File: src/rtl/ex_divider_pkg.sv
`default_nettype none
// ============================================================================
//  Module      : ex_divider_pkg
//  Description : Shared definitions for the iterative divider: ALU function
//                codes, controller state encoding and result constants.
//  Revision    : 1.0  initial release
// ============================================================================
package ex_divider_pkg;

   // ALU function codes understood by the divider (shared system encoding)
   localparam logic [4:0] ALU_DIV  = 5'h0C;
   localparam logic [4:0] ALU_DIVU = 5'h0D;
   localparam logic [4:0] ALU_REM  = 5'h0E;
   localparam logic [4:0] ALU_REMU = 5'h0F;

   // Result returned for a request carrying an unsupported function code
   localparam logic [31:0] RES_ILL      = 32'hbaad_beef;
   localparam logic [31:0] RES_ALL_ONES = 32'hFFFF_FFFF;
   localparam logic [31:0] INT_MIN      = 32'h8000_0000;

   // Controller states
   typedef enum logic [1:0] {
      S_IDLE = 2'd0,
      S_CALC = 2'd1,
      S_FIX  = 2'd2,
      S_DONE = 2'd3
   } div_state_e;

   // True for any of the four function codes this unit implements
   function automatic logic is_div_op(input logic [4:0] func);
      return (func == ALU_DIV) || (func == ALU_DIVU) ||
             (func == ALU_REM) || (func == ALU_REMU);
   endfunction

endpackage : ex_divider_pkg
`default_nettype wire

File: src/rtl/ex_divider_if.sv
`default_nettype none
// ============================================================================
//  Module      : ex_divider_if
//  Description : Request/result handshake bundle between the execute stage
//                (master) and the divider (slave).
//  Revision    : 1.0  initial release
// ============================================================================
interface ex_divider_if;

   logic        in_vld;
   logic        in_rdy;
   logic [4:0]  in_func;
   logic [31:0] in_opa;
   logic [31:0] in_opb;
   logic        flush;
   logic        out_vld;
   logic        out_rdy;
   logic [31:0] out_res;
   logic        out_ill;

   modport master (
      output in_vld, in_func, in_opa, in_opb, flush, out_rdy,
      input  in_rdy, out_vld, out_res, out_ill
   );

   modport slave (
      input  in_vld, in_func, in_opa, in_opb, flush, out_rdy,
      output in_rdy, out_vld, out_res, out_ill
   );

endinterface : ex_divider_if
`default_nettype wire

File: src/rtl/ex_divider.sv
`default_nettype none
// ============================================================================
//  Module      : ex_divider
//  Description : 32-bit iterative restoring divider (DIV/DIVU/REM/REMU).
//                One quotient bit per cycle over 32 CALC cycles, a single
//                sign-fixup cycle, and a one-cycle fast path for divide by
//                zero, signed overflow and unsupported function codes.
//  Revision    : 1.0  initial release
// ============================================================================
module ex_divider
   import ex_divider_pkg::*;
(
   input  wire              clk,
   input  wire              rst,      // asynchronous, active-low
   ex_divider_if.slave      bus
);

   div_state_e  state_q, state_d;
   logic [4:0]  cnt_q, cnt_d;
   logic [31:0] quo_q, quo_d;        // dividend shifts out, quotient shifts in
   logic [31:0] rem_q, rem_d;        // partial remainder
   logic [31:0] dvs_q, dvs_d;        // divisor magnitude
   logic [31:0] res_q, res_d;        // final result presented in DONE
   logic        ill_q, ill_d;
   logic        op_rem_q, op_rem_d;
   logic        neg_quo_q, neg_quo_d;
   logic        neg_rem_q, neg_rem_d;

   // Request-side decode of the operands presented on the bus
   logic        req_signed;
   logic        req_rem;
   logic        opa_neg;
   logic        opb_neg;
   logic [31:0] opa_mag;
   logic [31:0] opb_mag;
   logic [32:0] trial;

   // Decode the incoming request and form the operand magnitudes
   always_comb begin
      req_signed = (bus.in_func == ALU_DIV) || (bus.in_func == ALU_REM);
      req_rem    = (bus.in_func == ALU_REM) || (bus.in_func == ALU_REMU);
      opa_neg    = req_signed && bus.in_opa[31];
      opb_neg    = req_signed && bus.in_opb[31];
      opa_mag    = opa_neg ? (32'd0 - bus.in_opa) : bus.in_opa;
      opb_mag    = opb_neg ? (32'd0 - bus.in_opb) : bus.in_opb;
   end

   // Next-state and datapath update for the divider controller
   always_comb begin
      state_d   = state_q;
      cnt_d     = cnt_q;
      quo_d     = quo_q;
      rem_d     = rem_q;
      dvs_d     = dvs_q;
      res_d     = res_q;
      ill_d     = ill_q;
      op_rem_d  = op_rem_q;
      neg_quo_d = neg_quo_q;
      neg_rem_d = neg_rem_q;
      // Shift the next dividend bit into the remainder and try to subtract
      trial     = {rem_q, quo_q[31]} - {1'b0, dvs_q};

      case (state_q)
         S_IDLE: begin
            if (bus.in_vld && !bus.flush) begin
               ill_d = 1'b0;
               if (!is_div_op(bus.in_func)) begin
                  res_d   = RES_ILL;
                  ill_d   = 1'b1;
                  state_d = S_DONE;
               end else if (bus.in_opb == 32'd0) begin
                  res_d   = req_rem ? bus.in_opa : RES_ALL_ONES;
                  state_d = S_DONE;
               end else if (req_signed && (bus.in_opa == INT_MIN) &&
                            (bus.in_opb == RES_ALL_ONES)) begin
                  res_d   = req_rem ? 32'd0 : INT_MIN;
                  state_d = S_DONE;
               end else begin
                  quo_d     = opa_mag;
                  dvs_d     = opb_mag;
                  rem_d     = 32'd0;
                  cnt_d     = 5'd0;
                  op_rem_d  = req_rem;
                  neg_quo_d = opa_neg ^ opb_neg;
                  neg_rem_d = opa_neg;
                  state_d   = S_CALC;
               end
            end
         end
         S_CALC: begin
            if (!trial[32]) begin
               rem_d = trial[31:0];
               quo_d = {quo_q[30:0], 1'b1};
            end else begin
               rem_d = {rem_q[30:0], quo_q[31]};
               quo_d = {quo_q[30:0], 1'b0};
            end
            cnt_d = cnt_q + 5'd1;
            if (cnt_q == 5'd31) begin
               state_d = S_FIX;
            end
         end
         S_FIX: begin
            if (op_rem_q) begin
               res_d = neg_rem_q ? (32'd0 - rem_q) : rem_q;
            end else begin
               res_d = neg_quo_q ? (32'd0 - quo_q) : quo_q;
            end
            state_d = S_DONE;
         end
         S_DONE: begin
            if (bus.out_rdy) begin
               state_d = S_IDLE;
            end
         end
         default: state_d = S_IDLE;
      endcase

      // Flush abandons whatever is in progress, including an undelivered result
      if (bus.flush) begin
         state_d = S_IDLE;
      end
   end

   // State and datapath registers
   always_ff @(posedge clk or negedge rst) begin
      if (!rst) begin
         state_q   <= S_IDLE;
         cnt_q     <= 5'd0;
         quo_q     <= 32'd0;
         rem_q     <= 32'd0;
         dvs_q     <= 32'd0;
         res_q     <= 32'd0;
         ill_q     <= 1'b0;
         op_rem_q  <= 1'b0;
         neg_quo_q <= 1'b0;
         neg_rem_q <= 1'b0;
      end else begin
         state_q   <= state_d;
         cnt_q     <= cnt_d;
         quo_q     <= quo_d;
         rem_q     <= rem_d;
         dvs_q     <= dvs_d;
         res_q     <= res_d;
         ill_q     <= ill_d;
         op_rem_q  <= op_rem_d;
         neg_quo_q <= neg_quo_d;
         neg_rem_q <= neg_rem_d;
      end
   end

   // Outputs: result fields are zero unless a result is being presented
   always_comb begin
      bus.in_rdy  = (state_q == S_IDLE) && rst;
      bus.out_vld = (state_q == S_DONE);
      bus.out_res = (state_q == S_DONE) ? res_q : 32'd0;
      bus.out_ill = (state_q == S_DONE) && ill_q;
   end

endmodule : ex_divider
`default_nettype wire

File: src/flat_wrapper.sv
// flat-port wrapper written by rule: the top's interface ports become plain ports
module ex_divider_flat import ex_divider_pkg::*;
  (clk, rst, bus_in_vld, bus_in_func, bus_in_opa, bus_in_opb, bus_flush, bus_out_rdy, bus_in_rdy, bus_out_vld, bus_out_res, bus_out_ill);
  ex_divider_if bus_i ();
  input  wire clk;
  input  wire rst;
  input wire logic [$bits(bus_i.in_vld)-1:0] bus_in_vld;
  input wire logic [$bits(bus_i.in_func)-1:0] bus_in_func;
  input wire logic [$bits(bus_i.in_opa)-1:0] bus_in_opa;
  input wire logic [$bits(bus_i.in_opb)-1:0] bus_in_opb;
  input wire logic [$bits(bus_i.flush)-1:0] bus_flush;
  input wire logic [$bits(bus_i.out_rdy)-1:0] bus_out_rdy;
  output wire logic [$bits(bus_i.in_rdy)-1:0] bus_in_rdy;
  output wire logic [$bits(bus_i.out_vld)-1:0] bus_out_vld;
  output wire logic [$bits(bus_i.out_res)-1:0] bus_out_res;
  output wire logic [$bits(bus_i.out_ill)-1:0] bus_out_ill;
  assign bus_i.in_vld = bus_in_vld;
  assign bus_i.in_func = bus_in_func;
  assign bus_i.in_opa = bus_in_opa;
  assign bus_i.in_opb = bus_in_opb;
  assign bus_i.flush = bus_flush;
  assign bus_i.out_rdy = bus_out_rdy;
  assign bus_in_rdy = bus_i.in_rdy;
  assign bus_out_vld = bus_i.out_vld;
  assign bus_out_res = bus_i.out_res;
  assign bus_out_ill = bus_i.out_ill;
  ex_divider u_core (.clk(clk), .rst(rst), .bus(bus_i));
endmodule
File: config.mk
export PLATFORM = sky130hd
export DESIGN_NAME = ex_divider_flat
export DESIGN_NICKNAME = d
export VERILOG_FILES = /design/src/rtl/ex_divider_pkg.sv /design/src/rtl/ex_divider_if.sv /design/src/rtl/ex_divider.sv /design/src/flat_wrapper.sv
export SDC_FILE = /design/constraint.sdc
export NUM_CORES = 1
export LEC_CHECK = 0
export BUFFER_PORTS_ARGS = -buffer_cell sky130_fd_sc_hd__buf_2
export CAP_MARGIN = 20
export CORE_MARGIN = 4
export CORE_UTILIZATION = 60
export DETAILED_ROUTE_END_ITERATION = 16
export GPL_ROUTABILITY_DRIVEN = 0
export PLACE_DENSITY = 0.81
export SYNTH_ARGS = -nofsm -noshare
export SYNTH_HDL_FRONTEND = slang
export SYNTH_SLANG_ARGS = --single-unit
File: constraint.sdc
create_clock -name clk -period 4.4 [get_ports clk]
set_input_delay 0 -clock clk [delete_from_list [all_inputs] [get_ports clk]]
set_output_delay 0 -clock clk [all_outputs]
set_load 0.1 [all_outputs]
==> results.yml <==
worst_setup_path:
  crit_slowest_cell: "nand3_2"
  critPathArrivalTime_ns: 4.00
  crit_cells: 13
  cp_num_buf_inv: 2
  path_delay_family: "compound AO/OA/AOI/OAI gates"
  crit_chain: "inv_1 -> ha_1 -> fa_1 -> nand2b_1 -> a21o_1 -> a31oi_1 -> a41o_1 -> a211oi_1 -> o21ai_0 -> nand3_2 -> buf_4 -> mux2i_1 -> a22o_1"
  worstPathMaxFanout: 13
  cp-end-kind: "flop"
  cp.required_ns: 4.72
  ff2ff_path_depth: 13
  crit_type: "reg -> reg"
  start_kind: "flop"
  max_stage_delay_ns: 0.41
die:
  die_x_um: 145
  core-area_um2: 18300
  placementRows: 49
  die_h_um: 145
  io_pins: 109
  start_util_pct: 61.9
  die_area_um2: 21100
synthesis:
  ys_top_cells_by_count: "nand2_1 (190), o21ai_0 (159), dfrtp_1 (139), nor2_1 (119), a21oi_1 (111)"
  ys_types: 76
  ys_seq_area_share_pct: 30.8
  syn-num-nets: 1564
  synth-seq-cells: 139
  synth_most_common_cell: "nand2_1"
  synth_flop_cell: "dfrtp_1"
  netlist.area_leader.share_pct: 30.8
  synth-edff-count: 0
  yosysWarnings: 0
  ys_top_cells_by_area: "dfrtp_1 (31%), o21ai_0 (7.0%), nand2_1 (6.3%)"
  postSynth.asyncResetShare_pct: 100
  syn_area_um2: 11300
  syn_inst: 1446
  synth_top_area_cell: "dfrtp_1"
  syn_area_per_cell_um2: 7.82
pwr:
  p_sw_share_pct: 48.2
  total_power_mw: 7.74
  clockPowerShare_pct: 18.9
  power_density_nw_per_um2: 594
  leakage_nw: 5.59
  p_seq_share_pct: 29.3
  switching_power_mw: 3.73
  ir_drop_mv: 0.495
  internal-power_mw: 4.01
  p_comb_share_pct: 51.8
detailed_routing:
  top_layer_used: "met4"
  drc: 0
  antenna_left: 0
  wl_per_cell_um: 19.7
  viasPerCell: 6.41
  routed_wl_um: 35500
  drt_iter0_markers: 1287
  wl_met3_um: 3010
  met2_length_um: 15900
  met1_length_um: 14000
  drtPass1Iterations: 6
  vias: 11500
sta:
  rsz0062_at_grt: "no"
  tns_ns: 0
  final-max-slew-violation-count: 0
  hold_violations: 0
  fin_crit_sh_pct: 83.6
  max_freq_ghz: 0.272
  period_needed_ns: 3.68
  setup_violations: 0
  fin_skew_ns: 0.0150
  worst_pin_slew_ns: 1.05
  max_slew_margin_pct: 29.8
clock_network:
  cts_tree: "built"
  post_cts_buffers: 0
  htreeDepth: 4
  cts-root-buf: "clkbuf_16"
  cts_buffer_depth: 2
  clk_latency_ns: 0.45
  cts_buffers: 17
  clock-sinks: 139
  cts_resized: 0
  clk_pin_slew_worst_paths_ns: 0.07
  cts_hold_buffers: 44
cells_and_area:
  fin_nets: 1678
  stdcell_count: 1802
  area_growth_pct: 15.2
  n_antenna_cell: 0
  drive_above_1_share_pct: 11.8
place:
  hpwl_um: 25800
  port_buffers: 108
  dp_cells: 1726
status:
  outcome: "complete, no violations"
job:
  cap_viol_max_count: 0
global_route:
  antenna_found_initial: 0
  grt_pass1_vias: 10800
  grt-ovfl-total: 0
  grt_pass1_wl_um: 56700
  grt_util_all_layers_pct: 33.1
  grt_start_max_net_pins: 92
min_path:
  min-delay-path-class: "in -> reg"
  min_path_cells: 3
## cells by family after synthesis
| logic type | synth area share [%] |
|---|---|
| AOI/OAI and AO/OA | 23.9 |
| buffers and inverters | 4.91 |
| muxes | 3.40 |
| adders and majority gates | 4.93 |
| and+or+nand+nor | 20.9 |
| xor gates and xnor gates | 11.2 |
| DFF | 30.8 |
## routing by layer
layer	global-route usage [%]	vias to the layer above
met2	51.2	675
met1	42.0	5339
li1	-	5369
met3	6.86	159
met5	0	-
met4	21.8	0
## flip-flops by register name, summed over array words and instances, names as in the netlist
| register | flops |
|---|---|
| u_core.neg_rem_q | 1 |
| u_core.op_rem_q | 1 |
| u_core.rem_q | 32 |
| u_core.quo_q | 32 |
| u_core.state_q | 2 |
| u_core.cnt_q | 5 |
| u_core.dvs_q | 32 |
| u_core.ill_q | 1 |
| u_core.res_q | 32 |
| u_core.neg_quo_q | 1 |
## power groups by stage
stage / combinational (mW) / sequential [mW] / clock [mW]
floorplan: 3.06 / 2.06 / 0
global placement: 3.78 / 2.24 / 0
detailed placement: 3.88 / 2.26 / 0
CTS: 3.95 / 2.24 / 1.47
global route: 4.39 / 2.32 / 1.53
finish: 4.01 / 2.27 / 1.47
## worst paths after layout
kind	end	slack, ns	startpoint
worst max-delay path	u_core.rem_q[0]$_DFFE_PN0P_	0.72	u_core.quo_q[31]$_DFFE_PN0P_
worst min-delay path	u_core.res_q[2]$_DFFE_PN0P_	0.01	bus_in_opa[2]
worst max register to register	u_core.rem_q[0]$_DFFE_PN0P_	0.72	u_core.quo_q[31]$_DFFE_PN0P_
worst min register to register	u_core.ill_q$_DFFE_PN0P_	0.48	u_core.ill_q$_DFFE_PN0P_
max in group asynchronous	u_core.quo_q[2]$_DFFE_PN0P_	3.00	rst
min in group asynchronous	u_core.res_q[13]$_DFFE_PN0P_	0.20	rst
## layout by cell type, fill, tap and decap left out, types with 4 or more instances in the layout
cell	Yosys	final
a31oi_1	20	20
inv_6	0	5
o21ai_1	13	13
ha_1	43	42
or4_1	11	11
a211oi_1	6	6
or2_2	4	4
clkbuf_16	0	17
nor2b_1	6	6
and2_1	40	40
or3_1	18	18
inv_1	62	62
o41ai_1	10	10
nor2_1	119	119
nor4_1	16	16
buf_4	4	16
o21ai_0	159	159
o31ai_1	28	28
xnor2_1	80	80
nand2_1	190	190
nor3_1	28	27
dlygate4sd3_1	0	44
xor2_1	64	64
mux2i_1	35	35
nand3_1	14	14
o211ai_1	14	14
o22ai_1	10	10
o21a_1	13	13
nand2b_1	14	14
a221o_1	4	4
a22o_1	8	8
and3_1	7	7
nand4_1	15	15
o221ai_1	5	5
dfrtp_1	139	139
a21o_1	8	8
a21oi_1	111	111
buf_2	12	107
## worst register-to-register path: cells and delay by family (launching register included)
family / cells / cell delay, ns
adder cells (fa/ha/maj): 2 / 0.60
AND/OR/NAND/NOR: 2 / 0.64
multiplexers: 1 / 0.12
flip-flops: 1 / 0.36
AO/OA/AOI/OAI: 6 / 1.40
buffers and inverters: 2 / 0.43
## layout make-up
class,count,area (um^2)
Clock buffer,18,429
Inverter,63,236
Multi-Input combinational cell,1169,7290
Fill cell,1407,5240
Tap cell,229,287
Timing Repair Buffer,170,1150
Sequential cell,139,3480
Clock inverter,14,160
## per-stage QoR
| stage | util [%] | hold slack [ns] | setup WS, ns | instance area [um^2] |
|---|---|---|---|---|
| 3_5_place_dp | 65.7 | 0.121 | 0.792 | 12000 |
| 4_1_cts | 71.3 | 0.00281 | 0.795 | 13000 |
| 3_3_place_gp | 65.7 | 0.132 | 0.936 | 12000 |
| 6_report | 71.3 | 0.0134 | 0.724 | 13000 |
| 2_1_floorplan | - | -0.296 | 1.28 | 11300 |
| 5_1_grt | 71.3 | 0.0453 | 0.486 | 13000 |
Note: power is estimated with default switching activity, not from simulation.
